## src/rtl/spi_slave.sv

```systemverilog
// SPI responder: oversamples sclk/cs/mosi in the clk domain, supports CPOL/CPHA
// modes 0-3, 1..32-bit MSB-first frames, and a one-cycle rx_valid per frame.
module spi_slave (
    input  logic        clk,
    input  logic        rst,
    input  logic        cpol,
    input  logic        cpha,
    input  logic [5:0]  bit_count,
    input  logic [31:0] tx_data,
    input  logic        sclk,
    input  logic        cs,
    input  logic        mosi,
    output logic        miso,
    output logic        miso_oe,
    output logic [31:0] rx_data,
    output logic        rx_valid,
    output logic        busy,
    output logic        frame_err
);

    typedef enum logic [1:0] {
        ST_IDLE   = 2'd0,
        ST_ACTIVE = 2'd1,
        ST_DONE   = 2'd2
    } state_e;

    logic        sclk_s1_q, sclk_s2_q, sclk_h_q;
    logic        cs_s1_q, cs_s2_q, cs_h_q;
    logic        mosi_s1_q, mosi_s2_q;

    state_e      state_q, state_d;
    logic        cpol_q, cpol_d;
    logic        cpha_q, cpha_d;
    logic [5:0]  n_q, n_d;
    logic [5:0]  cnt_q, cnt_d;
    logic [31:0] tx_q, tx_d;
    logic [31:0] rx_sh_q, rx_sh_d;
    logic [31:0] rx_data_q, rx_data_d;
    logic        miso_q, miso_d;
    logic        rx_valid_q, rx_valid_d;
    logic        frame_err_q, frame_err_d;

    logic        sclk_rise_s, sclk_fall_s, lead_s, trail_s;
    logic        sample_edge_s, shift_edge_s;
    logic        cs_fall_s, cs_rise_s, done_now_s;
    logic [5:0]  eff_n_s;
    logic [4:0]  entry_idx_s, tx_idx_s;

    // Edge detection on the synchronised pins and next-state/output logic.
    always_comb begin
        sclk_rise_s   = sclk_s2_q & ~sclk_h_q;
        sclk_fall_s   = ~sclk_s2_q & sclk_h_q;
        lead_s        = cpol_q ? sclk_fall_s : sclk_rise_s;
        trail_s       = cpol_q ? sclk_rise_s : sclk_fall_s;
        sample_edge_s = cpha_q ? trail_s : lead_s;
        shift_edge_s  = cpha_q ? lead_s : trail_s;
        cs_fall_s     = ~cs_s2_q & cs_h_q;
        cs_rise_s     = cs_s2_q & ~cs_h_q;
        eff_n_s       = ((bit_count == 6'd0) || (bit_count > 6'd32)) ? 6'd32 : bit_count;
        // 5-bit wrap makes n = 32 index bit 31.
        entry_idx_s   = eff_n_s[4:0] - 5'd1;
        tx_idx_s      = n_q[4:0] - 5'd1 - cnt_q[4:0];
        done_now_s    = 1'b0;

        state_d     = state_q;
        cpol_d      = cpol_q;
        cpha_d      = cpha_q;
        n_d         = n_q;
        cnt_d       = cnt_q;
        tx_d        = tx_q;
        rx_sh_d     = rx_sh_q;
        rx_data_d   = rx_data_q;
        miso_d      = miso_q;
        rx_valid_d  = 1'b0;
        frame_err_d = 1'b0;

        case (state_q)
            ST_IDLE: begin
                if (cs_fall_s) begin
                    state_d = ST_ACTIVE;
                    cpol_d  = cpol;
                    cpha_d  = cpha;
                    n_d     = eff_n_s;
                    tx_d    = tx_data;
                    cnt_d   = 6'd0;
                    rx_sh_d = 32'd0;
                    miso_d  = cpha ? 1'b0 : tx_data[entry_idx_s];
                end else begin
                    miso_d = 1'b0;
                end
            end
            ST_ACTIVE: begin
                if (sample_edge_s) begin
                    rx_sh_d = {rx_sh_q[30:0], mosi_s2_q};
                    cnt_d   = cnt_q + 6'd1;
                    if ((cnt_q + 6'd1) == n_q) begin
                        rx_data_d  = {rx_sh_q[30:0], mosi_s2_q};
                        rx_valid_d = 1'b1;
                        state_d    = ST_DONE;
                        miso_d     = 1'b0;
                        done_now_s = 1'b1;
                    end else begin
                        miso_d = miso_q;
                    end
                end else if (shift_edge_s) begin
                    miso_d = tx_q[tx_idx_s];
                end else begin
                    miso_d = miso_q;
                end
                // A completing sample in the same cycle as cs rising wins over the error.
                if (cs_rise_s) begin
                    state_d     = ST_IDLE;
                    miso_d      = 1'b0;
                    frame_err_d = ~done_now_s;
                end else begin
                    frame_err_d = 1'b0;
                end
            end
            ST_DONE: begin
                miso_d = 1'b0;
                if (cs_rise_s) begin
                    state_d = ST_IDLE;
                end else begin
                    state_d = ST_DONE;
                end
            end
            default: begin
                state_d = ST_IDLE;
                miso_d  = 1'b0;
            end
        endcase
    end

    // Pin synchronisers and state registers.
    always_ff @(posedge clk) begin
        if (rst) begin
            sclk_s1_q   <= 1'b0;
            sclk_s2_q   <= 1'b0;
            sclk_h_q    <= 1'b0;
            cs_s1_q     <= 1'b0;
            cs_s2_q     <= 1'b0;
            cs_h_q      <= 1'b0;
            mosi_s1_q   <= 1'b0;
            mosi_s2_q   <= 1'b0;
            state_q     <= ST_IDLE;
            cpol_q      <= 1'b0;
            cpha_q      <= 1'b0;
            n_q         <= 6'd32;
            cnt_q       <= 6'd0;
            tx_q        <= 32'd0;
            rx_sh_q     <= 32'd0;
            rx_data_q   <= 32'd0;
            miso_q      <= 1'b0;
            rx_valid_q  <= 1'b0;
            frame_err_q <= 1'b0;
        end else begin
            sclk_s1_q   <= sclk;
            sclk_s2_q   <= sclk_s1_q;
            sclk_h_q    <= sclk_s2_q;
            cs_s1_q     <= cs;
            cs_s2_q     <= cs_s1_q;
            cs_h_q      <= cs_s2_q;
            mosi_s1_q   <= mosi;
            mosi_s2_q   <= mosi_s1_q;
            state_q     <= state_d;
            cpol_q      <= cpol_d;
            cpha_q      <= cpha_d;
            n_q         <= n_d;
            cnt_q       <= cnt_d;
            tx_q        <= tx_d;
            rx_sh_q     <= rx_sh_d;
            rx_data_q   <= rx_data_d;
            miso_q      <= miso_d;
            rx_valid_q  <= rx_valid_d;
            frame_err_q <= frame_err_d;
        end
    end

    assign miso      = miso_q;
    assign miso_oe   = (state_q != ST_IDLE);
    assign busy      = (state_q != ST_IDLE);
    assign rx_data   = rx_data_q;
    assign rx_valid  = rx_valid_q;
    assign frame_err = frame_err_q;

endmodule

```

## config.mk

```make
export PLATFORM = sky130hd
export DESIGN_NAME = spi_slave
export DESIGN_NICKNAME = d
export VERILOG_FILES = /design/src/rtl/spi_slave.sv
export SDC_FILE = /design/constraint.sdc
export NUM_CORES = 1
export LEC_CHECK = 0
export ABC_AREA = 0
export ABC_CLOCK_PERIOD_IN_PS = 2700
export BUFFER_PORTS_ARGS = -buffer_cell sky130_fd_sc_hd__buf_2
export CORE_MARGIN = 3
export CORE_UTILIZATION = 55
export CTS_BUF_LIST = sky130_fd_sc_hd__clkbuf_4
export CTS_CLUSTER_SIZE = 20
export DETAILED_ROUTE_END_ITERATION = 10
export PLACE_DENSITY = 0.8
export REMOVE_ABC_BUFFERS = 1
export SETUP_SLACK_MARGIN = 0.4
export SYNTH_ARGS = -nofsm -noshare
export SYNTH_HDL_FRONTEND = slang
export SYNTH_SLANG_ARGS = --single-unit
```

## constraint.sdc

```tcl
create_clock -name clk -period 2.7 [get_ports clk]
set_input_delay 0.27 -clock clk [delete_from_list [all_inputs] [get_ports clk]]
set_output_delay 0.27 -clock clk [all_outputs]
set_load 0.01 [all_outputs]
```

==> qor.csv <==
metric,value,unit
ys_types,51,
synth_edf_count,0,
worstSetupPathType,reg -> reg,
worstSkewPairLatency,510,ps
grt_antenna_before_repair,0,
ys_seq_area_frac,0.447,
yosysTopAreaCell,dfxtp_1,
synth.most_common_cell,nand2_1,
ant_nets,0,
utilization,0.721,
worst_setup_path_start_kind,register,
grt_pass1_vias,4911,
end_kind,register,
avgRoutedWirePerCell,14.9,um
antenna_cells,0,
place_congestion,0.892,
synthCells,660,
drt_wl_total,13.6,mm
finalSetupViolCount,0,
slew_headroom,0.607,
intPower,2.90,mW
ys.flop_type,dfxtp_1,
dp_hpwl,8.82,mm
die_w,106,um
root_buffer,clkbuf_4,
hold_class,in -> reg,
fmax,425,MHz
p_seq_frac,0.480,
ys.warnings.count,0,
status,"complete, no violations",
grtUsageTotal,0.250,
synth_seq_cells,122,
path_clk_slew,110,ps
cp.required,3080,ps
place_inst,838,
clk_path_buf_depth,2,
syn-mean-instance-area,8.28,um^2
core,9460,um^2
h-tree-depth,4,
p_clk_frac,0.427,
skew,24.1,ps
drive_above_1_share,0.214,
switchingPower,0.906,mW
cts_sinks,122,
pin_count,82,
leakage,2.61,nW
setup_tns,0,ps
synth_common_cells,"150 x nand2_1, 122 x dfxtp_1, 109 x a21oi_1, 68 x nand3_1, 41 x clkbuf_1",
nets,825,
slew_violations,0,
first_pass_iters,5,
p_sw_frac,0.238,
die_h,106,um
cap_violations,0,
yosys.area.top_type_share,0.447,
grt_start_max_net_pins,75,
grt_overflow,0,
portBuffers,81,
die_area,11200,um^2
tightest_slew,588,ps
rows,35,
finalHoldViolations,0,
combinationalPowerShare,0.092,
grt_pass1_wl,22.8,mm
crit_fanout,4,
drt-vias-per-instance,5.52,
cts_tree,built,
cts_buffers,17,
synth.area.top_cells,"dfxtp_1 45%, nand2_1 10%, a21oi_1 10%",
async_flop_share,0,
fin_crit_sh,0.872,
drc,0,
drt_iter0_markers,341,
netlist_area,5470,um^2
rsz0062_at_grt,yes,
initial_core_util,0.578,
worstPathArrival,2740,ps
peakVddDrop,0.419,mV
power_density,558,nW/um^2
final_cells,909,
syn2layout_area_growth,24.8,%
via_count,5018,
period_minus_slack,2350,ps
sequential cells by signal, summed over array words and instances (netlist names), 2 cells and up:
| register | cells |
|---|---|
| state_q | 2 |
| tx_q | 32 |
| rx_data | 32 |
| rx_sh_q | 31 |
| n_q | 6 |
| cnt_q | 6 |
per-stage QoR:
stage	power, mW	hold slack (ps)	setup WS (ps)	instance area [um^2]
6_report	3.81	199	347	6820
5_1_grt	3.95	177	264	6820
4_1_cts	3.83	156	366	6780
3_5_place_dp	2.16	441	68.7	6000
3_3_place_gp	2.16	425	139	6000
2_1_floorplan	2.03	337	-1340	5260
placed cells by master (no fill, tap or decap), types with 4 or more instances in the layout:
cell type | netlist | layout
xnor2_1 | 8 | 7
mux2i_1 | 17 | 17
dfxtp_1 | 122 | 119
o21ai_0 | 6 | 6
nand2b_1 | 8 | 8
clkinv_4 | 0 | 4
inv_1 | 14 | 12
nand3_1 | 68 | 68
clkbuf_4 | 0 | 17
bufinv_16 | 0 | 6
nand2_1 | 150 | 150
a21oi_1 | 109 | 107
xor2_1 | 5 | 5
dlygate4sd3_1 | 0 | 37
nor2b_1 | 12 | 12
ha_1 | 11 | 8
nor2_1 | 24 | 23
mux4_2 | 10 | 10
buf_2 | 1 | 80
buf_4 | 1 | 14
buf_6 | 0 | 5
final timing paths:
| check | startpoint | endpoint | slack, ps | cells past startpoint |
|---|---|---|---|---|
| min | bit_count[0] | n_q[0] | 200 | 4 |
| max reg2reg | cnt_q[0] | miso | 350 | 10 |
| max | cnt_q[0] | miso | 350 | 10 |
| min reg2reg | sclk_s1_q | sclk_s2_q | 450 | 1 |
final cells by class:
cell class / instances / area [um^2]
repair buffers: 138 / 972
clock buffers: 17 / 128
inverters: 15 / 58.8
multi-input cells: 474 / 2810
flip-flops and latches: 122 / 2450
fillers: 741 / 2640
clock inverters: 14 / 244
well taps: 129 / 161
power by group through the flow:
stage               Combinational (mW)  Clock, mW  Sequential, mW
floorplan                        0.161          0            1.87
global placement                 0.287          0            1.87
detailed placement               0.293          0            1.87
CTS                              0.339       1.66            1.83
global route                     0.379       1.74            1.83
finish                           0.351       1.63            1.83
worst max-delay path, stage by stage, from the launching register on:
cell and delay [ps]:
dfxtp_2 340, inv_2 60, ha_4 120, inv_2 30
fa_2 590, buf_6 140, mux4_2 290, mux2i_1 190
mux2i_1 110, a22oi_1 240, a31oi_1 130
cell families after synthesis:
kind of cell    share of synthesized area
xor+xnor                           0.0208
mux                                0.0854
flops                               0.447
fa+ha+maj                          0.0288
buf+inv                            0.0483
compound gates                      0.138
simple gates                        0.232
layer usage:
| metal | global-route usage | part of all wire | vias to the layer above |
|---|---|---|---|
| li1 | - | - | 2475 |
| met3 | 0.0557 | 0.055 | 45 |
| met5 | 0 | 0 | - |
| met2 | 0.419 | 0.49 | 182 |
| met1 | 0.302 | 0.42 | 2316 |
| met4 | 0.125 | 0.035 | 0 |
what timing repair did:
action / in CTS / in global routing
endpoints found under the setup margin: 1 / 35
pin swaps: 3 / 3
hold buffers: 37 / 0
resized for setup: 8 / 9
buffers inserted: 2 / 1
endpoints found under the hold margin: 37 / 0
No activity file was read; power rests on OpenSTA's default activity.
